==> src/rtl/rgbw_frame_decoder.sv <==
// ----------------------------------------------------------------------------
// rgbw_frame_decoder
//
// Parses SPI chip-select frames coming out of the byte receiver into RGBW
// intensities. Each frame is one command byte followed by channel data bytes.
// Data bytes land in shadow registers. The shadows are copied to the outputs
// in one step at frame end, or immediately on a COMMIT or CLEAR command, so
// the PWM stage never sees a partly updated colour.
//
// Command byte: [7:6] opcode (00 WRITE, 01 COMMIT, 10 CLEAR, 11 invalid),
//               [5:2] ignored, [1:0] start channel for WRITE.
//
// Ports:
//   clk        system clock
//   reset      synchronous, active-high reset
//   cs         raw SPI chip select, active low, asynchronous to clk
//   rdy        byte-ready from the SPI slave (may be held high)
//   data       received byte, valid while rdy is high
//   red/green/blue/white  committed 8-bit intensities
//   update     one-clk pulse whenever the outputs are written
//   frame_err  sticky flag: set by an invalid opcode, cleared by a WRITE
// ----------------------------------------------------------------------------
module rgbw_frame_decoder #(
    parameter int         NUM_CH    = 4,
    parameter logic [7:0] RST_LEVEL = 8'h00
) (
    input  logic       clk,
    input  logic       reset,
    input  logic       cs,
    input  logic       rdy,
    input  logic [7:0] data,
    output logic [7:0] red,
    output logic [7:0] green,
    output logic [7:0] blue,
    output logic [7:0] white,
    output logic       update,
    output logic       frame_err
);

    localparam logic [1:0] ST_IDLE   = 2'd0;
    localparam logic [1:0] ST_CMD    = 2'd1;
    localparam logic [1:0] ST_DATA   = 2'd2;
    localparam logic [1:0] ST_IGNORE = 2'd3;

    localparam logic [1:0] OP_WRITE  = 2'b00;
    localparam logic [1:0] OP_COMMIT = 2'b01;
    localparam logic [1:0] OP_CLEAR  = 2'b10;

    logic       r_cs_meta;
    logic       r_cs_sync;
    logic       r_cs_sync_q;
    logic       r_rdy_q;
    logic [1:0] r_state;
    logic [1:0] r_ptr;
    logic       r_wr_seen;
    logic       r_update;
    logic       r_frame_err;
    logic [7:0] r_shadow [NUM_CH];
    logic [7:0] r_out    [NUM_CH];

    logic       w_cs_fall;
    logic       w_cs_rise;
    logic       w_strobe;
    logic [1:0] w_state_nxt;
    logic [1:0] w_ptr_nxt;
    logic       w_wr_seen_nxt;
    logic       w_err_nxt;
    logic       w_load;
    logic [7:0] w_shadow_nxt [NUM_CH];

    // Edge detection on the synchronised chip select only; the raw pad
    // signal is never looked at directly.
    assign w_cs_fall = r_cs_sync_q & ~r_cs_sync;
    assign w_cs_rise = ~r_cs_sync_q & r_cs_sync;

    // A held-high rdy yields a single strobe on its rising edge.
    assign w_strobe  = rdy & ~r_rdy_q;

    always_comb begin
        // NOTE: every signal gets a default first, so no path leaves one
        // unassigned and no latch is inferred.
        w_state_nxt   = r_state;
        w_ptr_nxt     = r_ptr;
        w_wr_seen_nxt = r_wr_seen;
        w_err_nxt     = r_frame_err;
        w_shadow_nxt  = r_shadow;
        w_load        = 1'b0;

        if (w_cs_fall) begin
            // A new frame (or a cs glitch) always restarts at the command
            // byte; shadows already written stay but are not committed.
            w_state_nxt   = ST_CMD;
            w_ptr_nxt     = 2'd0;
            w_wr_seen_nxt = 1'b0;
        end else begin
            if (w_strobe) begin
                case (r_state)
                    ST_CMD: begin
                        w_state_nxt = ST_IGNORE;
                        case (data[7:6])
                            OP_WRITE: begin
                                w_state_nxt = ST_DATA;
                                w_ptr_nxt   = data[1:0];
                                w_err_nxt   = 1'b0;
                            end
                            OP_COMMIT: w_load = 1'b1;
                            OP_CLEAR: begin
                                for (int i = 0; i < NUM_CH; i++) begin
                                    w_shadow_nxt[i] = RST_LEVEL;
                                end
                                w_load = 1'b1;
                            end
                            default: w_err_nxt = 1'b1;
                        endcase
                    end
                    ST_DATA: begin
                        // Pointer wraps 3->0; extra bytes overwrite earlier
                        // channels by design.
                        w_shadow_nxt[r_ptr] = data;
                        w_ptr_nxt           = r_ptr + 2'd1;
                        w_wr_seen_nxt       = 1'b1;
                    end
                    default: ;
                endcase
            end

            // The byte above is folded in first, so a strobe landing in the
            // same cycle as the cs rise is part of this commit.
            if (w_cs_rise) begin
                if ((r_state == ST_DATA) && w_wr_seen_nxt) begin
                    w_load = 1'b1;
                end
                w_state_nxt = ST_IDLE;
            end
        end
    end

    always_ff @(posedge clk) begin
        if (reset) begin
            // cs is idle-high, so the synchroniser presets to 1 and reset
            // cannot fabricate a falling edge.
            r_cs_meta   <= 1'b1;
            r_cs_sync   <= 1'b1;
            r_cs_sync_q <= 1'b1;
            r_rdy_q     <= 1'b0;
            r_state     <= ST_IDLE;
            r_ptr       <= 2'd0;
            r_wr_seen   <= 1'b0;
            r_update    <= 1'b0;
            r_frame_err <= 1'b0;
            // NOTE: the shadow array is reset explicitly because a COMMIT
            // straight after reset must publish RST_LEVEL, not garbage.
            for (int i = 0; i < NUM_CH; i++) begin
                r_shadow[i] <= RST_LEVEL;
                r_out[i]    <= RST_LEVEL;
            end
        end else begin
            // NOTE: sequential state uses non-blocking assignments only, so
            // every flop samples values from before this edge.
            r_cs_meta   <= cs;
            r_cs_sync   <= r_cs_meta;
            r_cs_sync_q <= r_cs_sync;
            r_rdy_q     <= rdy;
            r_state     <= w_state_nxt;
            r_ptr       <= w_ptr_nxt;
            r_wr_seen   <= w_wr_seen_nxt;
            r_frame_err <= w_err_nxt;
            r_shadow    <= w_shadow_nxt;
            r_update    <= w_load;
            if (w_load) begin
                r_out <= w_shadow_nxt;
            end
        end
    end

    assign red       = r_out[0];
    assign green     = r_out[1];
    assign blue      = r_out[2];
    assign white     = r_out[3];
    assign update    = r_update;
    assign frame_err = r_frame_err;

endmodule

==> config.mk <==
export PLATFORM = sky130hd
export DESIGN_NAME = rgbw_frame_decoder
export DESIGN_NICKNAME = d
export VERILOG_FILES = /design/src/rtl/rgbw_frame_decoder.sv
export SDC_FILE = /design/constraint.sdc
export NUM_CORES = 1
export LEC_CHECK = 0
export CAP_MARGIN = 30
export CELL_PAD_IN_SITES_DETAIL_PLACEMENT = 1
export CELL_PAD_IN_SITES_GLOBAL_PLACEMENT = 1
export CORE_UTILIZATION = 48
export CTS_CLUSTER_DIAMETER = 30
export CTS_CLUSTER_SIZE = 30
export DETAILED_ROUTE_END_ITERATION = 8
export DONT_BUFFER_PORTS = 1
export PLACE_DENSITY = 0.76
export RECOVER_POWER = 50
export SLEW_MARGIN = 20
export SYNTH_ARGS = -nofsm -noshare
export SYNTH_HDL_FRONTEND = slang
export SYNTH_SLANG_ARGS = --single-unit
==> constraint.sdc <==
create_clock -name clk -period 3.7 [get_ports clk]
set_input_delay 0.37 -clock clk [delete_from_list [all_inputs] [get_ports clk]]
set_output_delay 0.37 -clock clk [all_outputs]
set_load 0.05 [all_outputs]
# [Word-level counts from Yosys, hierarchy flattened]
# Index checks and enable logic that the tools add are counted.
[word_totals] regBits=75 inputBits=12 output_inout_bits=34 wordCells=72
[classes] add_sub_neg=1 magnitude_cmp=2 eq_ne=5 mux=24 bitwise_logic=9 reduce_logical=13
[op_table] op="two-way mux 32 bit" count=3
[op_table] op="one-hot mux 32 bit (2 select lines)" count=1
[op_table] op="bitwise mux 32 bit" count=1
[op_table] op="demux 8 bit (select 2 bit)" count=1
[op_table] op="two-way mux 1 bit" count=14
[op_table] op="two-way mux 8 bit" count=1
[op_table] op="nonzero test 3 bit" count=2
[op_table] op="inverter 1 bit" count=5
[op_table] op="== test 2 x 1 -> 1 bit, second input constant" count=2
[op_table] op="== test 2 bit, second input constant" count=2
[op_table] op="one-hot mux 2 bit (2 select lines)" count=1
[op_table] op="AND reduction 2 bit" count=2
[op_table] op="AND reduction 4 bit" count=1
[op_table] op="OR reduction 2 bit" count=2
[op_table] op="bitwise AND 1 bit" count=3
[op_table] op=">= comparator 3 bit, second input constant" count=1
[op_table] op="less-than comparator 3 x 1 -> 1 bit, second input constant" count=1
[op_table] op="inverter 2 -> 3 bit" count=1
[op_table] op="AND reduction 3 bit" count=1
[op_table] op="OR reduction 3 bit" count=1
[op_table] op="adder 2 x 1 -> 2 bit, second input constant" count=1
[op_table] op="logical AND 1 bit" count=2
[op_table] op="zero test 2 bit" count=1
[op_table] op="two-way mux 2 bit" count=1
[op_table] op="other kinds (3)" count=3

# [Depth between registers and ports, before layout]
[depth] depth_word=9 ltp_mapped=9 mapped_depth_nobuf=6

# [Worst setup path before layout]
# OpenSTA, ideal clock, no wires.
[synth_path] path_kind="reg-to-reg" start="register r_state[0]" end="register r_out (netlist bit blue[5])" setup_ps=146 t_arrival_ps=1611 setup_slack_ps=1943 stages_incl_launch_ff=7 synth_period_minus_slack_ps=1757 cell_sequence="dfxtp_1 > inv_1 > ha_1 > nor4b_4 > nand3_1 > a22oi_1 > a211oi_2"
[synth_between] elab_chain_len=8
[synth_rtl] item="start, declared" line_no="53" text="logic [1:0] r_state;"
[synth_rtl] item="start signal, assigned" line_no="164" text="r_state <= w_state_nxt;"
[synth_rtl] item="== test 2 bit" line_no="97, 130"
[synth_rtl] item="two-way mux 1 bit" line_no="97" text="case (r_state)"
[synth_rtl] item="two-way mux 1 bit" line_no="96" text="if (w_strobe) begin"
[synth_rtl] item="two-way mux 1 bit" line_no="89" text="if (w_cs_fall) begin"
[synth_rtl] item="logical AND 1 bit" line_no="130" text="if ((r_state == ST_DATA) && w_wr_seen_nxt) begin"
[synth_rtl] item="two-way mux 1 bit" line_no="130"
[synth_rtl] item="two-way mux 1 bit" line_no="129" text="if (w_cs_rise) begin"
[synth_rtl] item="two-way mux 1 bit" line_no="89"
[synth_rtl] item="end signal, assigned" line_no="171" text="r_out <= w_shadow_nxt;"
[synth_rtl] item="end, declared" line_no="59" text="logic [7:0] r_out [NUM_CH];"
# Parallel ways exist; a longest one is shown, timed or not. The select of a mux whose other input is x is not followed.
# A chain may end at the register's enable or synchronous reset.

# [Worst setup path in the final report]
[layout_path] start="register r_cs_sync" end="register r_out (netlist bit red[5])"
[layout_between] elab_chain_len=3
[layout_rtl] item="start, declared" line_no="50" text="logic r_cs_sync;"
[layout_rtl] item="start signal, assigned" line_no="161" text="r_cs_sync <= r_cs_meta;"
[layout_rtl] item="bitwise AND 1 bit or inverter 1 bit (tied branches)" line_no="74, 73"
[layout_rtl] item="two-way mux 1 bit or bitwise AND 1 bit (tied branches)" line_no="129, 73"
[layout_rtl] item="two-way mux 1 bit or two-way mux 32 bit (tied branches)" line_no="89"
# Parallel ways exist; a longest one is shown, timed or not.

==> metrics.txt <==
# TYPE chip_impl_metric gauge
chip_impl_info{name="hp-class",value="in -> reg"} 1
chip_impl_info{name="cell_class_contributing_the_biggest_share_of_worst_path_delay",value="simple AND/OR/NAND/NOR gates"} 1
chip_impl_metric{name="die_ht",unit="um"} 81.7
chip_impl_metric{name="irDropWorstVdd",unit="V"} 0.000384
chip_impl_metric{name="number_of_hold_repair_buffers_added_at_the_cts_stage",unit=""} 0
chip_impl_metric{name="wire_per_inst",unit="um"} 19.3
chip_impl_metric{name="top_level_ports",unit=""} 46
chip_impl_metric{name="post_cts_buffers",unit=""} 0
chip_impl_metric{name="synth_area",unit="mm2"} 0.00305
chip_impl_metric{name="global_route.usage.total",unit=""} 0.230
chip_impl_metric{name="worst_ep_arrival_time",unit="ns"} 2.59
chip_impl_metric{name="setup-violations-final",unit=""} 0
chip_impl_metric{name="area_growth",unit="%"} 7.35
chip_impl_metric{name="setup_tns",unit="ns"} 0
chip_impl_info{name="layout.cells.most_common_list",value="dfxtp_1, nor2_1, nor3_1"} 1
chip_impl_metric{name="synthesis.nets",unit=""} 313
chip_impl_metric{name="drv_cap",unit=""} 0
chip_impl_metric{name="postSynth.asyncResetShare",unit=""} 0
chip_impl_metric{name="port-buffer-count",unit=""} 0
chip_impl_metric{name="timing.critical_path.required",unit="ns"} 3.93
chip_impl_metric{name="rows",unit=""} 28
chip_impl_metric{name="timing_worst_slew_pin_value",unit="ns"} 0.597
chip_impl_metric{name="cts_num_sinks",unit=""} 75
chip_impl_metric{name="crit_path_max_incr_delay",unit="ns"} 0.57
chip_impl_metric{name="routed_wirelength",unit="mm"} 6.98
chip_impl_metric{name="postSynthCellCount",unit=""} 291
chip_impl_metric{name="grt-ovfl-total",unit=""} 0
chip_impl_info{name="end_kind",value="register"} 1
chip_impl_info{name="crit_path_start_kind",value="register"} 1
chip_impl_metric{name="clock_tree.htree_level_count",unit=""} 3
chip_impl_metric{name="hold-worst-slack",unit="ns"} 0.0867
chip_impl_metric{name="synth.avg_cell_area",unit="um2"} 10.5
chip_impl_info{name="rsz_0062_raised_after_global_routing",value="false"} 1
chip_impl_metric{name="grt_first_pass_wirelength",unit="mm"} 11.2
chip_impl_info{name="status",value="finished, final reports clean"} 1
chip_impl_metric{name="worst_clock_skew",unit="ns"} 0.00618
chip_impl_metric{name="synth-warning-count",unit=""} 0
chip_impl_metric{name="final_layout_size_suffix_gt1_frac",unit=""} 0.196
chip_impl_metric{name="maximum_number_of_pins_on_one_net_before_global_route_repair",unit=""} 76
chip_impl_metric{name="die_width",unit="um"} 81.7
chip_impl_metric{name="power.density_cell_area",unit="mW/mm2"} 536
chip_impl_metric{name="layout_min_cycle_time",unit="ns"} 2.36
chip_impl_metric{name="critPathMaxFanout",unit=""} 10
chip_impl_metric{name="nNetsFinal",unit=""} 303
chip_impl_metric{name="layout_worst_path_cycle_share",unit=""} 0.638
chip_impl_metric{name="route.vias.total",unit=""} 2144
chip_impl_metric{name="gp_congestion",unit=""} 0.777
chip_impl_info{name="final_common_cell",value="dfxtp_1"} 1
chip_impl_metric{name="n_antenna_cell",unit=""} 0
chip_impl_info{name="critical_path.slowest_cell",value="nor4b_1"} 1
chip_impl_info{name="path_cells",value="inv_1 > ha_1 > nor4b_1 > nand3_1 > a22oi_1 > a211oi_2"} 1
chip_impl_metric{name="fmax",unit="GHz"} 0.423
chip_impl_metric{name="dp_hpwl",unit="mm"} 4.40
chip_impl_metric{name="grt_pass1_vias",unit=""} 2125
chip_impl_metric{name="die_area",unit="mm2"} 0.00667
chip_impl_metric{name="worst-path-buf-inv",unit=""} 1
chip_impl_metric{name="core_area",unit="mm2"} 0.00603
chip_impl_metric{name="antenna_violating_nets_remaining",unit=""} 0
chip_impl_metric{name="number_of_flops_mapped_to_enable_cells_by_yosys",unit=""} 0
chip_impl_metric{name="vias_per_cell",unit=""} 5.94
chip_impl_metric{name="start_util",unit=""} 0.506
chip_impl_info{name="timing.setup.critical_path_class",value="reg -> reg"} 1
chip_impl_info{name="yosys_most_used_dff",value="dfxtp_1"} 1
chip_impl_metric{name="cts_resized",unit=""} 0
chip_impl_info{name="cts-root-buf",value="clkbuf_8"} 1
chip_impl_metric{name="drt_iter0_drc",unit=""} 148
chip_impl_metric{name="cts_buffer_depth",unit=""} 2
chip_impl_metric{name="firstDrtPassIters",unit=""} 4
chip_impl_metric{name="synthesis_stage_register_bit_count",unit=""} 75
chip_impl_metric{name="grt_antenna_before_repair",unit=""} 0
chip_impl_info{name="cts_tree",value="built"} 1
chip_impl_metric{name="route.detailed.drc",unit=""} 0
chip_impl_metric{name="clkLatencyLatePin",unit="ns"} 0.35
chip_impl_metric{name="final_hold_viol_count",unit=""} 0
chip_impl_metric{name="ys_types",unit=""} 30
chip_impl_metric{name="synth_sequential_area_ratio",unit=""} 0.493
chip_impl_metric{name="num-fill-cells",unit=""} 661
chip_impl_metric{name="relative_max_transition_margin",unit=""} 0.597
chip_impl_metric{name="cts.clk_slew.worst_paths",unit="ns"} 0.08
chip_impl_metric{name="power_leakage",unit="uW"} 0.00111
chip_impl_metric{name="maxSlewViolCount",unit=""} 0
chip_impl_metric{name="cts-buffers-inserted",unit=""} 9
report_power, final:
group	switching (uW)	internal (uW)	leakage (uW)	total (uW)
Sequential	56.6	824	0.000606	881
Clock	307	487	0.000126	794
Combinational	45.7	34.6	0.000374	80.3
flip-flops by register name, summed over array words and instances, names as in the netlist, 2 cells and up:
| name | count |
|---|---|
| r_shadow | 32 |
| blue | 8 |
| green | 8 |
| red | 8 |
| white | 8 |
| r_ptr | 2 |
| r_state | 2 |
final cells by class:
class                      count  area (um2)  area share
clock inverter                 5         106      0.0325
inverter                       9        33.8      0.0103
multi-input combinational    183        1350       0.412
timing repair buffer           3        35.0      0.0107
tap                           75        93.8      0.0287
sequential                    75        1500       0.459
clock buffer                  11         151      0.0463
final timing paths:
path                         from                    end  slack, ns  depth (start not counted)
max reg2reg  r_cs_sync$_SDFF_PP1_    red[5]$_SDFFE_PP0P_       1.34                          6
max          r_cs_sync$_SDFF_PP1_    red[5]$_SDFFE_PP0P_       1.34                          6
min                         reset  green[1]$_SDFFE_PP0P_       0.09                          1
min reg2reg  r_cs_meta$_SDFF_PP1_   r_cs_sync$_SDFF_PP1_       0.41                          1
worst reg2reg max path, stage by stage, from the launching register on:
cell and delay [ns]:
dfxtp_1 0.35, inv_1 0.05, ha_1 0.33, nor4b_1 0.57, nand3_1 0.43, a22oi_1 0.41
a211oi_2 0.12
metal layers:
layer	share of wire	vias to the layer above	wire length [um]	GRT usage
met5	0	-	0	0
met3	0.057	11	399	0.0644
met4	0.014	0	99	0.0982
li1	-	1035	-	-
met1	0.45	1049	3150	0.303
met2	0.48	49	3330	0.353
cells in the mapped netlist (all sizes together), types with 2 or more instances:
cell type	instances	area (um2)
dfxtp	75	1500
nor2	36	135
a211oi	35	413
nor3	33	165
a22oi	32	240
buf	17	109
ha	10	125
inv	9	33.8
clkbuf	7	26.3
nand2b	7	43.8
and3	4	25.0
nand3	4	20.0
or2	4	25.0
nand3b	3	35.0
nor2b	3	18.8
a2111oi	2	17.5
a21oi	2	13.8
mux2i	2	20.0
nor3b	2	31.3
through the flow:
stage          worst slack [ns]  power [uW]  instances  utilization  cell area, um2
2_1_floorplan              1.94         981        291            -            3050
3_3_place_gp               1.11         980        344        0.501            3020
3_5_place_dp               1.07         984        344        0.501            3020
4_1_cts                    1.05        1770        360        0.544            3280
5_1_grt                   0.981        1810        361        0.543            3270
6_report                   1.34        1750        361        0.543            3270
cell families (layout without fill, tap and decap cells):
family,after synthesis,in the layout,synth area share
muxes,2,2,0.00657
DFF,75,75,0.493
AOI/OAI and AO/OA,74,74,0.232
buffers and inverters,33,28,0.0554
adders and majority gates,10,10,0.0411
and+or+nand+nor,97,97,0.172
Note: power is estimated with default switching activity, not from simulation.
